--- src/rtl/pwm_duty_seq.sv ---
// Duty-cycle sequencer for the pwm block: off / steady / breathe / blink, paced by a prescaler tick.
// Define PWM_DUTY_SEQ_SYNC_IN_EN to pass enable/mode/level through 2-flop synchronizers.
module pwm_duty_seq #(
    parameter int DUTY_MAX   = 100,
    parameter int STEP_DIV   = 500000,
    parameter int HOLD_STEPS = 50
) (
    input  logic       clk,
    input  logic       rst_n,
    input  logic       enable,
    input  logic [1:0] mode,
    input  logic [6:0] level,
    output logic [6:0] duty_cycle,
    output logic       busy,
    output logic       period_done
);

    localparam int PW = (STEP_DIV > 1) ? $clog2(STEP_DIV) : 1;
    localparam int HW = $clog2(HOLD_STEPS + 1);
    localparam logic [PW-1:0] PLAST = PW'(STEP_DIV - 1);
    localparam logic [HW-1:0] HLAST = HW'(HOLD_STEPS - 1);
    localparam logic [6:0]    DMAX  = 7'(DUTY_MAX);

    typedef enum logic [2:0] {
        S_OFF, S_STEADY, S_RAMP_UP, S_HOLD_HI, S_RAMP_DOWN, S_HOLD_LO
    } state_e;

    typedef enum logic [1:0] {
        C_OFF, C_STEADY, C_BREATHE, C_BLINK
    } cmd_e;

    logic       en_s;
    logic [1:0] mode_s;
    logic [6:0] level_s;

`ifdef PWM_DUTY_SEQ_SYNC_IN_EN
    logic [9:0] sync1_q, sync2_q;

    always_ff @(posedge clk or negedge rst_n) begin
        if (!rst_n) begin
            sync1_q <= '0;
            sync2_q <= '0;
        end else begin
            sync1_q <= {enable, mode, level};
            sync2_q <= sync1_q;
        end
    end

    assign {en_s, mode_s, level_s} = sync2_q;
`else
    assign en_s    = enable;
    assign mode_s  = mode;
    assign level_s = level;
`endif

    state_e        state_q, state_d;
    cmd_e          cmd, cmd_q;
    logic [6:0]    duty_q, duty_d;
    logic [PW-1:0] pcnt_q, pcnt_d;
    logic [HW-1:0] hcnt_q, hcnt_d;
    logic          busy_q, busy_d;
    logic          pdone_q, pdone_d;
    logic          cmd_chg, tick, step, hold_done;
    logic [6:0]    lvl_c;

    assign cmd       = (!en_s || mode_s == 2'b00) ? C_OFF : cmd_e'(mode_s);
    assign cmd_chg   = (cmd != cmd_q);
    assign tick      = (pcnt_q == PLAST);
    // A command change discards a coincident tick.
    assign step      = tick && !cmd_chg;
    assign hold_done = step && (hcnt_q == HLAST);
    assign lvl_c     = (level_s > DMAX) ? DMAX : level_s;

    always_comb begin
        state_d = state_q;
        duty_d  = duty_q;
        pcnt_d  = pcnt_q;
        hcnt_d  = hcnt_q;
        pdone_d = 1'b0;

        if (cmd_chg || cmd == C_OFF) pcnt_d = '0;
        else                         pcnt_d = tick ? '0 : pcnt_q + PW'(1);

        if (cmd_chg)   hcnt_d = '0;
        else if (step) hcnt_d = hcnt_q + HW'(1);

        case (cmd)
            C_OFF: begin
                state_d = S_OFF;
                duty_d  = '0;
                hcnt_d  = '0;
            end
            C_STEADY: begin
                state_d = S_STEADY;
                duty_d  = lvl_c;
            end
            C_BREATHE: begin
                if (cmd_chg || !(state_q inside {S_RAMP_UP, S_HOLD_HI, S_RAMP_DOWN, S_HOLD_LO})) begin
                    state_d = S_RAMP_UP;
                    hcnt_d  = '0;
                end else begin
                    case (state_q)
                        S_RAMP_UP: begin
                            hcnt_d = '0;
                            if (step) begin
                                if (duty_q >= DMAX) begin
                                    duty_d  = DMAX;
                                    state_d = S_HOLD_HI;
                                end else begin
                                    duty_d = duty_q + 7'd1;
                                    if (duty_q == DMAX - 7'd1) state_d = S_HOLD_HI;
                                end
                            end
                        end
                        S_HOLD_HI: begin
                            if (hold_done) begin
                                hcnt_d  = '0;
                                state_d = S_RAMP_DOWN;
                            end
                        end
                        S_RAMP_DOWN: begin
                            hcnt_d = '0;
                            if (step) begin
                                if (duty_q <= 7'd1) begin
                                    duty_d  = '0;
                                    state_d = S_HOLD_LO;
                                end else begin
                                    duty_d = duty_q - 7'd1;
                                end
                            end
                        end
                        S_HOLD_LO: begin
                            if (hold_done) begin
                                hcnt_d  = '0;
                                state_d = S_RAMP_UP;
                                pdone_d = 1'b1;
                            end
                        end
                        default: state_d = S_RAMP_UP;
                    endcase
                end
            end
            C_BLINK: begin
                if (cmd_chg || !(state_q inside {S_HOLD_HI, S_HOLD_LO})) begin
                    state_d = S_HOLD_HI;
                    duty_d  = lvl_c;
                    hcnt_d  = '0;
                end else if (state_q == S_HOLD_HI) begin
                    // level is tracked live while high
                    duty_d = lvl_c;
                    if (hold_done) begin
                        hcnt_d  = '0;
                        duty_d  = '0;
                        state_d = S_HOLD_LO;
                    end
                end else begin
                    duty_d = '0;
                    if (hold_done) begin
                        hcnt_d  = '0;
                        duty_d  = lvl_c;
                        state_d = S_HOLD_HI;
                        pdone_d = 1'b1;
                    end
                end
            end
            default: begin
                state_d = S_OFF;
                duty_d  = '0;
            end
        endcase

        busy_d = (state_d != S_OFF);
    end

    always_ff @(posedge clk or negedge rst_n) begin
        if (!rst_n) begin
            state_q <= S_OFF;
            cmd_q   <= C_OFF;
            duty_q  <= '0;
            pcnt_q  <= '0;
            hcnt_q  <= '0;
            busy_q  <= 1'b0;
            pdone_q <= 1'b0;
        end else begin
            state_q <= state_d;
            cmd_q   <= cmd;
            duty_q  <= duty_d;
            pcnt_q  <= pcnt_d;
            hcnt_q  <= hcnt_d;
            busy_q  <= busy_d;
            pdone_q <= pdone_d;
        end
    end

    assign duty_cycle  = duty_q;
    assign busy        = busy_q;
    assign period_done = pdone_q;

endmodule

--- config.mk ---
export PLATFORM = sky130hd
export DESIGN_NAME = pwm_duty_seq
export DESIGN_NICKNAME = d
export VERILOG_FILES = /design/src/rtl/pwm_duty_seq.sv
export SDC_FILE = /design/constraint.sdc
export NUM_CORES = 1
export LEC_CHECK = 0
export ABC_AREA = 0
export CORE_AREA = 2 2 79 66
export CTS_CLUSTER_SIZE = 8
export DETAILED_ROUTE_END_ITERATION = 10
export DIE_AREA = 0 0 81 68
export PLACE_DENSITY = 0.74
export SKIP_CTS_REPAIR_TIMING = 1
export SLEW_MARGIN = 20
export SYNTH_ARGS = -nofsm -noshare
export SYNTH_HDL_FRONTEND = slang
export SYNTH_SLANG_ARGS = --single-unit
--- constraint.sdc ---
create_clock -name clk -period 2.2 [get_ports clk]
set_clock_uncertainty 0.05 [all_clocks]
set_input_delay 0.22 -clock clk [delete_from_list [all_inputs] [get_ports clk]]
set_output_delay 0.22 -clock clk [all_outputs]
set_load 0.005 [all_outputs]
### After elaboration in Yosys (flattened, before gate mapping)

Cells that the tools add are included.

| operators by class | value |
|---|---|
| add/subtract/negate cells | 4 |
| reductions and logical operators | 18 |
| equal/unequal tests | 15 |
| muxes and demuxes | 42 |
| order comparisons | 3 |

Operators with widths:

| cell | number |
|---|---|
| 2-to-1 mux 7 bit | 10 |
| 2-to-1 mux 19 bit | 2 |
| 2-to-1 mux 3 bit | 12 |
| 2-to-1 mux 6 bit | 5 |
| one-hot mux 7 bit (4 select lines) | 1 |
| one-hot mux 3 bit (4 select lines) | 2 |
| adder 19 x 1 -> 19 bit (second input constant) | 1 |
| equality test 19 bit (second input constant) | 1 |
| one-hot mux 6 bit (3 select lines) | 1 |
| one-hot mux 7 bit (2 select lines) | 1 |
| one-hot mux 6 bit (2 select lines) | 1 |
| inequality test 3 bit (second input constant) | 3 |
| adder 7 x 1 -> 7 bit (second input constant) | 1 |
| equality test 7 bit (second input constant) | 1 |
| greater-or-equal comparator 7 bit (second input constant) | 1 |
| > comparator 7 bit (second input constant) | 1 |
| less-or-equal comparator 7 x 1 -> 1 bit (second input constant) | 1 |
| subtractor 7 x 1 -> 7 bit (second input constant) | 1 |
| adder 6 x 1 -> 6 bit (second input constant) | 1 |
| equality test 3 x 2 -> 1 bit (second input constant) | 2 |
| equality test 3 bit (second input constant) | 2 |
| equality test 6 bit (second input constant) | 1 |
| 2-to-1 mux 1 bit | 5 |
| equality test 2 bit (second input constant) | 2 |
| 14 further kinds | 23 |

| word-level totals | value |
|---|---|
| logic and storage cells | 89 |
| bits in registers | 39 |
| output and inout bits | 9 |
| input port bits | 12 |

### Logic depth before layout (Yosys ltp)

| logic depth | value |
|---|---|
| depth in word-level cells | 12 |
| mapped depth | 9 |
| gate-level depth less buffers | 8 |

### Worst setup path before layout

OpenSTA, ideal clock, no wires.

| timing | value |
|---|---|
| path kind | reg2reg |
| start | register pcnt_q[0] |
| end | register duty_q[5] (netlist: duty_cycle[5]) |
| slack | -98 ps |
| required time | 2024 ps |
| setup time | 126 ps |
| stages on the path, launching flop included | 8 |
| arrival | 2122 ps |
| period minus slack after synthesis | 2298 ps |
| cell sequence | dfrtp_1 ha_1 and4_1 nand3_1 nor4b_4 xnor2_1 a31oi_2 a221o_1 |

| between the ends | value |
|---|---|
| longest elaborated chain between the ends | 7 |
| elaborated cells between the ends (all ways) | 11 |
| classes of those cells | 3 x eq/ne; 5 x mux; 3 x reduce/logical |

RTL lines:

| what | RTL line | text |
|---|---|---|
| start: declaration | 59 | `logic [PW-1:0] pcnt_q, pcnt_d;` |
| start signal: assignment | 188 | `pcnt_q <= pcnt_d;` |
| equality test 19 bit (*) | 68 | `assign tick = (pcnt_q == PLAST);` |
| logical AND 1 bit (*) | 70 | `assign step = tick && !cmd_chg;` |
| logical AND 1 bit | 71 | `assign hold_done = step && (hcnt_q == HLAST);` |
| 2-to-1 mux 7 bit, on equally long branches | 158, 151 |  |
| 2-to-1 mux 7 bit | 148 | `end else if (state_q == S_HOLD_HI) begin` |
| 2-to-1 mux 7 bit | 144 | `if (cmd_chg \|\| !(state_q inside {S_HOLD_HI, S_HOLD_LO})) begin` |
| one-hot mux 7 bit (4 select lines) | 87 | `case (cmd)` |
| end signal: assignment | 187 | `duty_q <= duty_d;` |
| end: declaration | 58 | `logic [6:0] duty_q, duty_d;` |

Every way passes the cells marked *; elsewhere a longest branch is shown, timed or not.
A chain may end at the register's enable or synchronous reset.

### Final worst setup path

| timing | value |
|---|---|
| start | register pcnt_q[11] |
| end | register duty_q[0] (netlist: duty_cycle[0]) |

Same word-level chain as after synthesis.

==> results.ini <==
[finish]
final_common_cell=dfrtp_1
nets=342
num_antenna_cells=0
final.fill_count=394
mostFrequentLayoutCells=38 x dfrtp_1, 34 x buf_4, 31 x nor2_1
syn_to_final_growth_pct=31.43
drive_gt1_share_pct=24.00
utilization_pct=65.27

[global_route]
grt_max_degree=40
grt_use_total_pct=23.88
grt_pass1_wl_um=10090
grtUsageMet1_pct=34.34
use_met3_pct=4.222
grt.busiest_layer=met2
antenna_found_initial=0
grt_pass1_vias=2159
overflow=0
grtUsageMet2_pct=37.09

[power]
pwr-share-comb_pct=12.2
seqPwrFrac_pct=48.0
totalPowerFinal_w=0.001558
p_clk_share_pct=39.8
p_per_area_nw_per_um2=499.6
p_leak_nw=1.291
switchingPower_w=0.0003747
switching_share_pct=24.06
ir_drop_v=0.0003117
power.internal_w=0.001183

[sta]
fin_crit_sh_pct=99.86
holdWs_ps=-5.761
finalHoldViolCount=6
finalWorstPathRequiredPeriod_ps=2197
layout_setup_ws_ps=2.978
slew_violations=0
max_freq_mhz=455.2
worst_slew_pin_slew_ps=881.2
rsz0062_at_grt=true
setup_viol=0
maxSlewHeadroom_pct=41.25

[synth]
synthCells=269
yosysWarnings=0
synth_seq_cells=39
synthDistinctLibCells=50
synth.avg_cell_area_um2=8.819
synthFlopType=dfrtp_1
synth-async-reset-ratio_pct=100.0
synth_nets=287
ys_seq_area_share_pct=41.14
synth-edff-count=0
synth_area_um2=2372

[floorplan]
rows=23
die_area_um2=5508
coreArea_um2=4777
ios=21
die_y_um=68
start_util_pct=49.66
die_x_um=81

[critical_path]
crit_required_ps=2380
startpoint_type=flop
rr_startpoint=pcnt_q[11]
crit-reg2reg-capture=duty_cycle[0]
path_max_fanout=4
critPathArrivalTime_ps=2370
crit_chain=nor4b_2, nand3_1, buf_6, nor4b_4, xnor2_2, a311oi_2, a221o_1
r2r_slack_ps=3
worstRegToRegCells=7
cp_slowest_cell=dfrtp_1
cp-startpoint=pcnt_q[11]
worstSetupEndpointType=flop
cpPeakStageDelay_ps=410
crit_type=flop to flop

[detailed_routing]
drc_errors=0
vias=2219
viasPerCell=5.734
dr.pass1.iters=5
postRouteAntennaNets=0
routed_wl_um=6088
wl_per_cell_um=15.73
drt_iter0_drc=237

[clock_tree]
cts_root_buffer=clkbuf_8
clockBufferDepth=2
cts_buffers=5
clkTransAtPathRegs_ps=80
cts.sinks=39
clk_latency_ps=290
cts_max_level=2
tritoncts=yes

[placement]
dp_hpwl_um=4110
dp_slack_ps=-370.4
gp_congestion=0.8956
portBuffers=20

[min_path]
min_path_type=input pin to asynchronous set/reset pin

[job]
cap_violations=0

[outcome]
violations=hold timing
status=finished, violations left

cells in the mapped netlist, types with 2 or more instances:
cell type	number	area (um2)
dfrtp_1	39	975.9
nor2_1	38	142.6
nand2_1	28	105.1
o21ai_0	14	70.07
inv_1	13	48.80
nand3_1	13	65.06
nor3_1	12	60.06
xor2_1	12	105.1
xnor2_1	10	87.58
a21oi_1	7	35.03
clkbuf_1	7	26.28
ha_1	6	75.07
and3_1	5	31.28
nand4_1	5	31.28
or3_1	5	31.28
a221o_1	4	40.04
a31oi_1	4	25.02
o22ai_1	4	25.02
and4_1	3	26.28
nand2b_1	3	18.77
nor2b_1	3	18.77
or2_2	3	18.77
mux2i_1	2	20.02
o211ai_1	2	15.01
o41ai_1	2	17.52
state kept, by name, summed over array words and instances (netlist names):
name,cells
pcnt_q,19
duty_cycle,7
hcnt_q,6
state_q,3
cmd_q,2
busy,1
period_done,1
metrics by stage:
stage	hold slack, ps	instance area (um2)	instances	TNS, ps
3_3_place_gp	333.4	2863	372	-3218
4_1_cts	17.83	2980	380	-513.1
5_1_grt	67.88	3118	387	-1024
2_1_floorplan	-125.6	2390	269	0
3_5_place_dp	336.6	2863	372	-4648
6_report	-5.761	3118	387	0
final cells by class:
cell class / instances / area [um2] / share of cell area (%)
clock buffers: 6 / 82.58 / 2.648
clock inverters: 2 / 35.03 / 1.124
inverters: 14 / 52.55 / 1.685
multi-input cells: 208 / 1406 / 45.10
flip-flops and latches: 39 / 977.2 / 31.34
well taps: 62 / 77.57 / 2.488
repair buffers: 56 / 486.7 / 15.61
worst max path at each step:
stage,end,cells after the start
detailed placement,duty_cycle[6],9
floorplan,duty_cycle[5],7
global placement,duty_cycle[5],8
global route,hcnt_q[3],9
CTS,duty_cycle[6],9
finish,duty_cycle[0],7
routing by layer:
metal  vias up  part of all wire (%)  wire length [um]
met3        16                   5.9               360
met2        94                    46              2820
li1       1070                     -                 -
met4         0                   1.7               101
met5         -                     0                 0
met1      1039                    46              2806
critical path, delay by kind of cell (launching register included):
| kind | cells | cell delay, ps |
|---|---|---|
| AO/OA/AOI/OAI | 2 | 600 |
| XOR/XNOR | 1 | 160 |
| flip-flops | 1 | 410 |
| AND/OR/NAND/NOR | 3 | 760 |
| buffers and inverters | 1 | 150 |
power groups by stage:
stage	clock network (W)	registers, W	logic, W
after detailed placement	0	0.000759	0.000176
after global placement	0	0.000758	0.000174
final	0.000621	0.000747	0.000190
after CTS	0.000633	0.000745	0.000177
after floorplan	0	0.000756	0.0000829
after global routing	0.000671	0.000749	0.000207
cell families after synthesis:
family,Yosys count,share of synthesized area (%)
AO/OA/AOI/OAI,50,15.03
XOR/XNOR,22,8.122
adder cells (fa/ha/maj),6,3.164
buffers and inverters,22,3.481
flip-flops,39,41.14
multiplexers,3,1.319
AND/OR/NAND/NOR,127,27.74
Note: power is estimated with default switching activity, not from simulation.
